==> src/rtl/timer_seq_pkg.sv <==
// timer_seq_pkg
//   Shared definitions for the timer sequencer: FSM state encoding, BCD
//   time width, BCD digit check and the power-on preset program.
package timer_seq_pkg;

   localparam int TIME_W = 16;   // BCD {min1,min0,sec1,sec0}

   typedef enum logic [2:0] {
      S_IDLE,
      S_LOAD,
      S_SETTLE,
      S_RUN,
      S_BUZZ,
      S_NEXT,
      S_DONE
   } seq_state_e;

   // True when every nibble is a legal BCD digit (0..9).
   function automatic logic bcd_valid(input logic [TIME_W-1:0] v);
      logic ok;
      ok = 1'b1;
      for (int n = 0; n < TIME_W / 4; n++) begin
         if (v[n*4 +: 4] > 4'd9) ok = 1'b0;
      end
      return ok;
   endfunction

   // Default program: 05:00 / 01:00 alternating, unused slots empty.
   function automatic logic [TIME_W-1:0] preset_default(input int idx);
      case (idx)
         0, 2:    return 16'h0500;
         1, 3:    return 16'h0100;
         default: return 16'h0000;
      endcase
   endfunction

endpackage

==> src/rtl/seq_preset_table.sv <==
// seq_preset_table
//   Preset slot storage. Loads the default program on reset; a write is
//   taken only when the address is in range and every digit is valid BCD.
//   Two combinational read ports: current slot and the slot after it.
// Ports:
//   clkin, rst_n          clock / async active-low reset
//   we_i, waddr_i, wdata_i write request (already gated by the FSM state)
//   raddr_a_i/rdata_a_o   read port A
//   raddr_b_i/rdata_b_o   read port B (out-of-range reads return 00:00)
module seq_preset_table
   import timer_seq_pkg::*;
#(
   parameter int NUM_SLOTS = 4,
   parameter int AW        = 2
) (
   input  logic              clkin,
   input  logic              rst_n,
   input  logic              we_i,
   input  logic [AW-1:0]     waddr_i,
   input  logic [TIME_W-1:0] wdata_i,
   input  logic [AW-1:0]     raddr_a_i,
   output logic [TIME_W-1:0] rdata_a_o,
   input  logic [AW-1:0]     raddr_b_i,
   output logic [TIME_W-1:0] rdata_b_o
);

   logic [TIME_W-1:0] tbl_q [NUM_SLOTS];

   always_ff @(posedge clkin or negedge rst_n) begin
      if (!rst_n) begin
         for (int i = 0; i < NUM_SLOTS; i++) tbl_q[i] <= preset_default(i);
      end else if (we_i && (int'(waddr_i) < NUM_SLOTS) && bcd_valid(wdata_i)) begin
         tbl_q[waddr_i] <= wdata_i;
      end
   end

   assign rdata_a_o = (int'(raddr_a_i) < NUM_SLOTS) ? tbl_q[raddr_a_i] : '0;
   assign rdata_b_o = (int'(raddr_b_i) < NUM_SLOTS) ? tbl_q[raddr_b_i] : '0;

endmodule

==> src/rtl/timer_sequencer.sv <==
// timer_sequencer
//   Steps a countdown datapath through a table of preset times, buzzing at
//   the end of each slot and repeating the program ROUNDS times.
// Ports:
//   clkin, rst_n                      clock / async active-low reset
//   start_p, abort_p, skip_p, pause_p single-cycle button pulses
//   tmr_done                          datapath reached 00:00 (level)
//   cfg_we, cfg_addr, cfg_data        preset write (IDLE/DONE only)
//   ld_en, ld_time                    load strobe and BCD value to datapath
//   run                               datapath count enable
//   slot_idx, round_cnt               current slot / completed rounds
//   buzz, busy                        end-of-slot alert / sequence active
module timer_sequencer
   import timer_seq_pkg::*;
#(
   parameter int NUM_SLOTS = 4,
   parameter int ROUNDS    = 3,
   parameter int BUZZ_CYC  = 50000000,
   localparam int AW       = (NUM_SLOTS > 1) ? $clog2(NUM_SLOTS) : 1
) (
   input  logic              clkin,
   input  logic              rst_n,
   input  logic              start_p,
   input  logic              abort_p,
   input  logic              skip_p,
   input  logic              pause_p,
   input  logic              tmr_done,
   input  logic              cfg_we,
   input  logic [AW-1:0]     cfg_addr,
   input  logic [TIME_W-1:0] cfg_data,
   output logic              ld_en,
   output logic [TIME_W-1:0] ld_time,
   output logic              run,
   output logic [AW-1:0]     slot_idx,
   output logic [3:0]        round_cnt,
   output logic              buzz,
   output logic              busy
);

   localparam int BW = $clog2(BUZZ_CYC + 1);

   seq_state_e        state_q, state_d;
   logic [AW-1:0]     slot_q, slot_d;
   logic [3:0]        round_q, round_d;
   logic              run_q, run_d;
   logic              buzz_q, buzz_d;
   logic              ld_en_q, ld_en_d;
   logic [TIME_W-1:0] ld_time_q, ld_time_d;
   logic              busy_q, busy_d;
   logic [BW-1:0]     cnt_q, cnt_d;
   logic              tmr_q;

   logic [TIME_W-1:0] cur_time, nxt_time;
   logic [AW-1:0]     slot_nxt;
   logic              tmr_edge;
   logic              last_slot;

   assign slot_nxt  = slot_q + AW'(1);
   assign tmr_edge  = tmr_done & ~tmr_q;
   assign last_slot = (int'(slot_q) == NUM_SLOTS - 1);

   seq_preset_table #(
      .NUM_SLOTS (NUM_SLOTS),
      .AW        (AW)
   ) u_tbl (
      .clkin     (clkin),
      .rst_n     (rst_n),
      .we_i      (cfg_we && (state_q == S_IDLE || state_q == S_DONE)),
      .waddr_i   (cfg_addr),
      .wdata_i   (cfg_data),
      .raddr_a_i (slot_q),
      .rdata_a_o (cur_time),
      .raddr_b_i (slot_nxt),
      .rdata_b_o (nxt_time)
   );

   always_comb begin
      state_d   = state_q;
      slot_d    = slot_q;
      round_d   = round_q;
      run_d     = run_q;
      buzz_d    = buzz_q;
      ld_en_d   = 1'b0;
      ld_time_d = ld_time_q;
      cnt_d     = cnt_q;

      if (abort_p) begin
         // slot/round are deliberately kept so the user can see where it stopped
         state_d = S_IDLE;
         run_d   = 1'b0;
         buzz_d  = 1'b0;
      end else begin
         case (state_q)
            S_IDLE, S_DONE: begin
               if (start_p) begin
                  slot_d  = '0;
                  round_d = '0;
                  state_d = S_LOAD;
               end
            end
            S_LOAD: begin
               if (cur_time == '0) begin
                  // empty first slot means there is no program at all
                  state_d = (slot_q == '0) ? S_DONE : S_NEXT;
               end else begin
                  ld_en_d   = 1'b1;
                  ld_time_d = cur_time;
                  state_d   = S_SETTLE;
               end
            end
            S_SETTLE: begin
               // gives the datapath a cycle to take the load before counting
               run_d   = 1'b1;
               state_d = S_RUN;
            end
            S_RUN: begin
               if (skip_p) begin
                  run_d   = 1'b0;
                  state_d = S_NEXT;
               end else if (tmr_edge) begin
                  run_d   = 1'b0;
                  buzz_d  = 1'b1;
                  cnt_d   = BW'(BUZZ_CYC - 1);
                  state_d = S_BUZZ;
               end else if (pause_p) begin
                  run_d = ~run_q;
               end
            end
            S_BUZZ: begin
               if (skip_p || cnt_q == '0) begin
                  buzz_d  = 1'b0;
                  state_d = S_NEXT;
               end else begin
                  cnt_d = cnt_q - BW'(1);
               end
            end
            S_NEXT: begin
               // an empty slot terminates the round early
               if (last_slot || nxt_time == '0) begin
                  slot_d  = '0;
                  round_d = (round_q == 4'd15) ? 4'd15 : round_q + 4'd1;
                  state_d = ((int'(round_q) + 1) == ROUNDS) ? S_DONE : S_LOAD;
               end else begin
                  slot_d  = slot_nxt;
                  state_d = S_LOAD;
               end
            end
            default: state_d = S_IDLE;
         endcase
      end

      busy_d = (state_d != S_IDLE) && (state_d != S_DONE);
   end

   always_ff @(posedge clkin or negedge rst_n) begin
      if (!rst_n) begin
         state_q   <= S_IDLE;
         slot_q    <= '0;
         round_q   <= '0;
         run_q     <= 1'b0;
         buzz_q    <= 1'b0;
         ld_en_q   <= 1'b0;
         ld_time_q <= '0;
         busy_q    <= 1'b0;
         cnt_q     <= '0;
         tmr_q     <= 1'b0;
      end else begin
         state_q   <= state_d;
         slot_q    <= slot_d;
         round_q   <= round_d;
         run_q     <= run_d;
         buzz_q    <= buzz_d;
         ld_en_q   <= ld_en_d;
         ld_time_q <= ld_time_d;
         busy_q    <= busy_d;
         cnt_q     <= cnt_d;
         tmr_q     <= tmr_done;
      end
   end

   assign ld_en     = ld_en_q;
   assign ld_time   = ld_time_q;
   assign run       = run_q;
   assign slot_idx  = slot_q;
   assign round_cnt = round_q;
   assign buzz      = buzz_q;
   assign busy      = busy_q;

endmodule

==> config.mk <==
export PLATFORM = sky130hd
export DESIGN_NAME = timer_sequencer
export DESIGN_NICKNAME = d
export VERILOG_FILES = /design/src/rtl/timer_seq_pkg.sv /design/src/rtl/seq_preset_table.sv /design/src/rtl/timer_sequencer.sv
export SDC_FILE = /design/constraint.sdc
export NUM_CORES = 1
export LEC_CHECK = 0
export ABC_AREA = 1
export BUFFER_PORTS_ARGS = -buffer_cell sky130_fd_sc_hd__buf_2
export CAP_MARGIN = 20
export CORE_MARGIN = 10
export CORE_UTILIZATION = 24
export CTS_CLUSTER_DIAMETER = 60
export CTS_CLUSTER_SIZE = 40
export DETAILED_ROUTE_END_ITERATION = 10
export PLACE_DENSITY = 0.45
export SYNTH_ARGS = -nofsm -noshare
export SYNTH_HDL_FRONTEND = slang
export SYNTH_SLANG_ARGS = --single-unit
==> constraint.sdc <==
create_clock -name clkin -period 2.24 [get_ports clkin]
set_clock_uncertainty 0.1 [all_clocks]
set_input_delay 0.112 -clock clkin [delete_from_list [all_inputs] [get_ports clkin]]
set_output_delay 0.112 -clock clkin [all_outputs]
set_load 0.01 [all_outputs]
; ---- Word-level counts from Yosys, hierarchy flattened
; Index checks and enable logic that the tools add are counted.
[totals]
regBits = 120
latchBits = 0
ram_bits = 0
rom_bits = 0
input_bits = 26
mem_count = 0
[op_classes]
n_addsub = 4
n_mul = 0
n_div = 0
order_cmp = 8
n_eq_ne = 19
shift = 0
n_mux = 47
bitwise_logic = 8
n_reduce_logical = 24
[op_table]
columns = cell, count
row1 = $mux 16, 5
row2 = $mux 26, 3
row3 = $bmux 16 s2, 2
row4 = $bwmux 64, 1
row5 = $pmux 26 s2, 1
row6 = $demux 16 s2, 1
row7 = $logic_not 16->1, 2
row8 = $logic_not 26->1, 1
row9 = $sub 26x1->26 const B, 1
row10 = $mux 3, 8
row11 = $pmux 3 s6, 1
row12 = $gt 4x4->1 const B, 4
row13 = $mux 1, 15
row14 = $mux 4, 3
row15 = $ne 3x3->1 const B, 4
row16 = $ne 2x2->1 const B, 5
row17 = $eq 3x3->1 const B, 3
row18 = $ge 3x3->1 const B, 3
row19 = $not 2->3, 3
row20 = $reduce_bool 3->1, 3
row21 = $pmux 4 s2, 1
row22 = $reduce_and 4->1, 2
row23 = $eq 3x2->1 const B, 2
row24 = $mux 2, 3
row25 = 22 further kinds, 33

; ---- Logic depth before layout (Yosys ltp)
; Gate-level depths: netlist of the first run.
[logic_depth]
word_depth = 12
depth_mapped = 16

; ---- Modules after synthesis
; Synthesis of the first run repeated with hierarchy kept, for this count alone.
[unflattened]
cells_unflattened = 966
area_unflattened_um2 = 7128.1
[modules_own_cells]
columns = module, n_inst, cells_per_inst, area_each_um2, seq_area_each_um2
row1 = seq_preset_table, 1, 480, 3661.0, 1609.0
row2 = timer_sequencer, 1, 486, 3467.1, 1401.3

; ---- Least setup slack after synthesis of the first run
; Ideal clock, no wire load.
[synth_path]
kind = register to register
from = reg slot_q[1], in the netlist slot_idx[1]
to = reg busy_q, in the netlist busy
setup_ps = 125
t_arrival_ps = 1780
t_required_ps = 2015
slack_ps = 236
path_stages_with_launch = 15
n_path_buf = 2
period_less_slack_ps = 2004
path_cell_list = dfrtp_1 buf_2 inv_4 buf_4 ha_1 inv_1 a21oi_1 nand2_1 nand3_1 nand2_1 nor2_1 nor2_1 nor2_4 nand2_1 nand3_1
[synth_between]
elab_chain_cells = 12
elab_cells_between_ends = 22
classes_between = add/sub: 1 / eq/ne: 2 / mux: 11 / bitwise: 2 / reduce/logical: 6
[synth_rtl]
columns = element, line
row1 = start: declaration, timer_sequencer.sv:43  ; logic [AW-1:0] slot_q, slot_d;
row2 = start signal: assignment, timer_sequencer.sv:169  ; slot_q <= slot_d;
row3 = $add 2x1->2, timer_sequencer.sv:58  ; assign slot_nxt = slot_q + AW'(1);
row4 = $not 2->3 (not written as such), seq_preset_table.sv:38  ; assign rdata_b_o = (int'(raddr_b_i) < NUM_SLOTS) ? tbl_q[raddr_b_i] : '0;
row5 = $bmux 16 s2, seq_preset_table.sv:38
row6 = $mux 16 (not written as such) (2 in series), seq_preset_table.sv:38
row7 = $logic_not 16->1, timer_sequencer.sv:139  ; if (last_slot || nxt_time == '0) begin
row8 = $logic_or 1x1->1, timer_sequencer.sv:139
row9 = $mux 3, timer_sequencer.sv:139
row10 = $pmux 3 s6 *, timer_sequencer.sv:93  ; case (state_q)
row11 = $mux 3 *, timer_sequencer.sv:87  ; if (abort_p) begin
row12 = named net state_d[2], timer_sequencer.sv:42  ; seq_state_e state_q, state_d;
row13 = $ne 3x3->1 or $reduce_bool 3->1 (tied branches), timer_sequencer.sv:152  ; busy_d = (state_d != S_IDLE) && (state_d != S_DONE);
row14 = $logic_and 1x1->1 *, timer_sequencer.sv:152
row15 = named net busy_d, timer_sequencer.sv:49  ; logic busy_q, busy_d;
row16 = end signal: assignment, timer_sequencer.sv:175  ; busy_q <= busy_d;
row17 = end: declaration, timer_sequencer.sv:49
; The timed path passes the listed nets; every way through them passes the cells marked *. The select of a mux whose other input is x is not followed.
; A chain may end at the register's enable or synchronous reset.

; ---- Worst setup path in the final report of the first run
[layout_path]
from = reg slot_q[0], in the netlist slot_idx[0]
to = reg busy_q, in the netlist busy
[layout_between]
elab_chain_cells = 12
elab_cells_between_ends = 22
classes_between = add/sub: 1 / eq/ne: 2 / mux: 11 / bitwise: 2 / reduce/logical: 6
[layout_rtl]
columns = element, line
row1 = $add 2x1->2, timer_sequencer.sv:58
row2 = $not 2->3 (not written as such), seq_preset_table.sv:38
row3 = $bmux 16 s2, seq_preset_table.sv:38
row4 = $mux 16 (not written as such) (2 in series), seq_preset_table.sv:38
row5 = $logic_not 16->1, timer_sequencer.sv:139
row6 = $logic_or 1x1->1, timer_sequencer.sv:139
row7 = $mux 3, timer_sequencer.sv:139
row8 = $pmux 3 s6 *, timer_sequencer.sv:93
row9 = $mux 3 *, timer_sequencer.sv:87
row10 = $ne 3x3->1 or $reduce_bool 3->1 (tied branches), timer_sequencer.sv:152
row11 = $logic_and 1x1->1 *, timer_sequencer.sv:152
row12 = named net busy_d, timer_sequencer.sv:49
; Marked as above.

==> run metrics, run 1 <==
post-synthesis mux area share=0%; Setup CP Type=flop to flop; overall global routing resource usage=11.4%; CP Launch Type=flop; multi-input combinational cell area=0.00272 mm^2; pwr/cell area=1260 mW/mm^2; crit end category=flop; nets=926; H-tree Lvls=4; DR iter-0 viols=414; Slew @ Worst Pin=0.519 ns; DP Area=0.00688 mm^2; hpwl dp=13200 um; final instance area=0.00774 mm^2; remaining global-route overflow=0; Synth Cell Area=0.00614 mm^2; CTS tree=yes; Placer Congestion=0.826; Clock Tree Root=clkbuf_16; Adder-Cell Fraction of Synth Area=1.02%; slowest stage delay, CP=0.45 ns; clk slew on worst S/H paths=0.06 ns; DRT antenna net count=0; Die Width=180 um; via count=5413; Post-Layout Cell Count=1238; Pre-Repair DR Iteration Count=5; clock latency on the worst-skew pair=0.43 ns; Yosys reg bits=120; Crit path arrival time=2.29 ns; initial core utilization=24.4%; Storage cell area=0.00301 mm^2; Ys Warns=0; VDD IR max=0.000384 V; post-CTS setup buffers=0; DR WL/cell=14.7 um; final setup fails=0; placed cell count=1185; Post-Synth XOR/XNOR Area=0.571%; vias in the first global route=5399; RSZ-0062 raised after global routing=true; CTS buffer count=17; Mapped Cells=806; I/O Pins=52; hold_ws=0.0609 ns; delay-heaviest family, CP=simple AND/OR/NAND/NOR gates; P&R area growth vs syn=26.2%; post-route clock period utilization=93.7%; ANT cells=0; Total Power=9.73 mW; syn nets=837; DR vias/cell=4.37; slowest cell on the critical path=dfrtp_2; Rel. slew slack=65.4%; Final Hold Vio Count=0; main combinational cell family by area after synthesis=simple AND/OR/NAND/NOR gates; fraction of layout cells with a size suffix above 1=15.2%; FILL cells=2686; Core Rows=58; post-layout minimum cycle time=2.10 ns; Setup TNS=0 ns; CP Cell Sequence=buf_6, or2_1, nor2_1, nand2_1, nand2_1, nand2_1, nand3_1, nand2_1, nor2_1, nor2_1, nand3_1, nand3_1; leakage power=3.61 nW; clock sinks=120; Worst Path Required=2.44 ns; Reg2Reg Setup Slack=0.14 ns; DRC Markers=0; Seq/Total Area, Yosys=49.1%; fmax=0.477 GHz; initial antenna violation count=0; Compound-Gate Fraction of Synth Area=12.3%; largest net degree at the start of global routing=48; Slew Limit Fails=0; Netlist cell types=39; Most common cell on crit path=nand2_1; global-route wire length before repair=29900 um; core area=0.0252 mm^2; Max Cap Violations=0; Buffers on Ports=51; simple-gate area share of the yosys netlist=29.7%; CP max FO=25; mean post-synth cell area=7.61 um^2; clk buf depth=2; Die Y=180 um; Buf/Inv on CP=1; final WL=18200 um; die area=0.0324 mm^2; status=completed; worst hold path type=primary input to flop
[synth_stat cells (all sizes together)]
cell / count / area, um^2
and3: 1 / 6.26
a21oi: 20 / 104
clkbuf: 12 / 45.0
nor2: 95 / 374
nand3: 62 / 333
nor4: 4 / 40.0
dfstp: 6 / 158
nand2: 245 / 922
nand4: 6 / 37.5
nor3b: 1 / 7.51
clkinv: 1 / 3.75
nor3: 9 / 45.0
o21ai: 111 / 556
nand3b: 5 / 37.5
ha: 5 / 62.6
dfrtp: 114 / 2850
inv: 75 / 287
a32o: 1 / 10.0
o211a: 1 / 10.0
o31ai: 4 / 30.0
a21o: 1 / 7.51
o211ai: 3 / 22.5
a22oi: 1 / 7.51
a211oi: 1 / 7.51
or2: 3 / 18.8
buf: 15 / 118
xor2: 4 / 35.0
[worst reg2reg max path: stages (launching register included)]
cell,delay (ns)
dfrtp_2,0.45
buf_6,0.19
or2_1,0.24
nor2_1,0.22
nand2_1,0.08
nand2_1,0.08
nand2_1,0.06
nand3_1,0.10
nand2_1,0.08
nor2_1,0.10
nor2_1,0.08
nand3_1,0.09
nand3_1,0.09
[worst paths after layout]
check | cells after the start | start | to
hold reg to reg | 1 | cnt_q[23] | cnt_q[23]
setup / recovery | 12 | slot_idx[0] | busy
min in group asynchronous | 3 | rst_n | u_tbl.tbl_q[23]
setup reg to reg | 12 | slot_idx[0] | busy
hold / removal | 3 | pause_p | run
max in group asynchronous | 3 | rst_n | ld_time[12]
[cell families after synthesis]
| kind of cell | count (synthesis) |
|---|---|
| AND/OR/NAND/NOR | 431 |
| AO/OA/AOI/OAI | 143 |
| flip-flops | 120 |
| buffers and inverters | 103 |
| adder cells (fa/ha/maj) | 5 |
| XOR/XNOR | 4 |
[timing repair]
item / CTS / global route
hold endpoints to repair: 187 / 0
hold buffers: 20 / 0
endpoints found under the setup margin: 0 / 35
gates resized for setup: 0 / 16
[stage by stage]
stage          util (%)  setup WS (ns)
6_report           30.7          0.142
5_1_grt            30.7       -0.00948
4_1_cts            30.5         0.0659
3_5_place_dp       27.3         0.0854
3_3_place_gp       27.3         0.0832
2_1_floorplan         -          0.236
[sequential cells by signal, indices dropped and copies added, names as in the netlist]
| name | cells |
|---|---|
| state_q | 3 |
| round_cnt | 4 |
| buzz | 1 |
| ld_en | 1 |
| cnt_q | 26 |
| tmr_q | 1 |
| run | 1 |
| busy | 1 |
| u_tbl.tbl_q | 64 |
| ld_time | 16 |
| slot_idx | 2 |
[power breakdown]
group	leakage (nW)	internal [mW]	switching, mW
Combinational	1.81	1.17	1.88
Clock	0.289	1.68	1.14
Sequential	1.51	3.08	0.782
Total	3.61	5.92	3.81
[per-layer routing]
layer	GRT usage (%)	vias to the layer above	routed length [um]
met4	3.84	0	268
met1	15.3	2505	9250
met2	17.7	84	8230
met5	0	-	0
li1	-	2805	-
met3	2.33	19	457
[placed cells by master, fill, tap and decap left out, types with 6 or more instances in the layout]
| master | instances |
|---|---|
| dfrtp_1 | 113 |
| dlygate4sd3_1 | 20 |
| o21ai_0 | 90 |
| nor2_2 | 6 |
| nor2_1 | 87 |
| nand2_1 | 243 |
| clkbuf_16 | 17 |
| buf_2 | 50 |
| inv_6 | 10 |
| nor3_1 | 9 |
| buf_4 | 20 |
| nand3_1 | 58 |
| o21ai_1 | 21 |
| inv_1 | 69 |
| a21oi_1 | 19 |
| dfstp_2 | 6 |
| nand4_1 | 6 |
[cell type report]
| cell class | count | area share (%) |
|---|---|---|
| flip-flops and latches | 120 | 38.9 |
| multi-input cells | 584 | 35.1 |
| repair buffers | 96 | 9.13 |
| clock buffers | 17 | 5.49 |
| well taps | 330 | 5.33 |
| inverters | 76 | 3.81 |
| clock inverters | 15 | 2.25 |
Power figures use the tool's default switching activity.
==> inputs of run 2 (changes only) <==
- BUFFER_PORTS_ARGS: -buffer_cell sky130_fd_sc_hd__buf_2 -> unset
- CTS_CLUSTER_DIAMETER: 60 -> unset
- DONT_BUFFER_PORTS: unset -> 1
- PLACE_DENSITY: 0.45 -> unset
==> run 2 against run 1 <==
  * The run now ends with hold timing left
  * Via count shrank 1.4%
  * Flip-flop and latch count unchanged
  * First-iteration DRC count increased by 33%
  * Die area unchanged
  * Register-to-register slack better by 0.05 ns
  * Global-route usage down 0.63 points
  * Non-clock buffer count shrank 59
  * Highest routed layer unchanged
  * Sequential share of layout area up 1.7 points
  * Combinational power decreased by 13%
  * Power down 1.3%
  * Utilization is 1.3 points lower
==> run metrics, run 2 (same netlist as run 1, synthesis figures left out) <==
overall global routing resource usage=10.7% (was 11.4%); P&R area growth vs syn=21.0% (was 26.2%); pwr/cell area=1290 mW/mm^2 (was 1260 mW/mm^2); Max Cap Violations=0 (unchanged); final setup fails=0 (unchanged); Pre-Repair DR Iteration Count=5 (unchanged); Setup TNS=0 ns (unchanged); nets=867 (was 926); CTS buffer count=17 (unchanged); VDD IR max=0.000593 V (was 0.000384 V); DRC Markers=0 (unchanged); final WL=17400 um (was 18200 um); DP Area=0.00650 mm^2 (was 0.00688 mm^2); Slew Limit Fails=0 (unchanged); Core Rows=58 (unchanged); violated checks=hold timing; remaining global-route overflow=0 (unchanged); CP Launch Type=flop (unchanged); FILL cells=2703 (was 2686); Clock Tree Root=clkbuf_16 (unchanged); vias in the first global route=5053 (was 5399); via count=5335 (was 5413); Die Width=180 um (unchanged); H-tree Lvls=4 (unchanged); Reg with most FFs=u_tbl.tbl_q (unchanged); Buffers on Ports=0 (was 51); Final Hold Vio Count=122 (was 0); initial core utilization=24.4% (unchanged); DR iter-0 viols=550 (was 414); most common cell after layout, fill and taps aside=nand2_1 (unchanged); Worst Path Required=2.45 ns (was 2.44 ns); final instance area=0.00743 mm^2 (was 0.00774 mm^2); hpwl dp=12300 um (was 13200 um); Crit path arrival time=2.26 ns (was 2.29 ns); DR vias/cell=4.53 (was 4.37); post-layout minimum cycle time=2.05 ns (was 2.10 ns); clock sinks=120 (unchanged); CTS tree=yes (unchanged); global-route wire length before repair=28100 um (was 29900 um); RSZ-0062 raised after global routing=false (was true); clock latency on the worst-skew pair=0.43 ns (about the same); Rel. slew slack=35.6% (was 65.4%); commonest non-fill, non-tap cells in the layout=241 x nand2_1, 113 x dfrtp_1, 91 x o21ai_0 (was 243 x nand2_1, 113 x dfrtp_1, 90 x o21ai_0); fraction of layout cells with a size suffix above 1=9.19% (was 15.2%); hold buffer count at CTS=22 (was 20); status=finished, violations left (was completed); die area=0.0324 mm^2 (unchanged); DR WL/cell=14.8 um (was 14.7 um); ANT cells=0 (unchanged); Total Power=9.60 mW (was 9.73 mW); Setup CP Type=flop to flop (unchanged); Die Y=180 um (unchanged); leakage power=3.34 nW (was 3.61 nW); I/O Pins=52 (unchanged); worst hold path type=primary input to asynchronous set/reset pin (was primary input to flop); CP max FO=37 (was 25); fmax=0.487 GHz (was 0.477 GHz); Placer Congestion=0.835 (was 0.826); largest net degree at the start of global routing=121 (was 48); DRT antenna net count=0 (unchanged); clk slew on worst S/H paths=0.07 ns (was 0.06 ns); core area=0.0252 mm^2 (unchanged); post-route clock period utilization=91.6% (was 93.7%); hold_ws=-0.710 ns (was 0.0609 ns); max reg flops=64 (unchanged); clk buf depth=2 (unchanged); crit end category=flop (unchanged); initial antenna violation count=0 (unchanged); Slew @ Worst Pin=0.958 ns (was 0.519 ns)
## run 2: what timing repair did
item | 4_1_cts | 5_1_grt
endpoints found under the setup margin | 0 | 40
setup buffers | 0 | 0
endpoints found under the hold margin | 194 | 120
resized for setup | 0 | 20
## run 2: area by class of cell
| cell class | count | area [um^2] | area share, % |
|---|---|---|---|
| inverter | 76 | 293 | 3.94 |
| clock buffer | 17 | 425 | 5.73 |
| timing repair buffer | 37 | 360 | 4.85 |
| tap | 330 | 413 | 5.56 |
| multi-input combinational | 584 | 2730 | 36.7 |
| sequential | 120 | 3010 | 40.5 |
| clock inverter | 15 | 198 | 2.66 |
## run 2: report_power, final
part	internal (mW)	leakage, nW	switching, mW
sequential	3.07	1.51	0.950
combinational	1.04	1.52	1.61
clock	1.71	0.305	1.21
total	5.83	3.34	3.77
## run 2: final timing paths
kind	startpoint	to	slack (ns)	depth (start not counted)
setup / recovery	slot_idx[0]	busy	0.19	12
hold / removal	rst_n	cnt_q[20]	-0.71	0
setup reg to reg	slot_idx[0]	busy	0.19	12
hold reg to reg	cnt_q[23]	cnt_q[23]	0.37	1
max in group asynchronous	rst_n	u_tbl.tbl_q[58]	2.50	0
min in group clkin	cfg_addr[1]	u_tbl.tbl_q[24]	-0.02	4
## run 2: per-stage QoR
stage / util (%) / instances / worst slack [ns]
floorplan: - / 806 / 0.236
global placement: 25.8 / 1124 / 0.103
detailed placement: 25.8 / 1124 / 0.0764
CTS: 29.2 / 1178 / 0.0628
global route: 29.5 / 1179 / 0.000000444
finish: 29.5 / 1179 / 0.189
## run 2: critical path: stages, from the launching register on
cell     delay, ns
dfrtp_2       0.45
inv_6         0.22
ha_1          0.30
inv_1         0.08
a21oi_1       0.04
nand2_1       0.09
nand3_1       0.11
nand2_1       0.10
nor2_1        0.05
nor2_1        0.22
nor2_4        0.05
nand2_1       0.06
nand3_1       0.06
## run 2: routing by layer
layer	share of wire, %	track usage [%]
met1	47	14.2
met2	46	16.4
met3	5.9	3.35
met4	0.97	3.08
met5	0	0
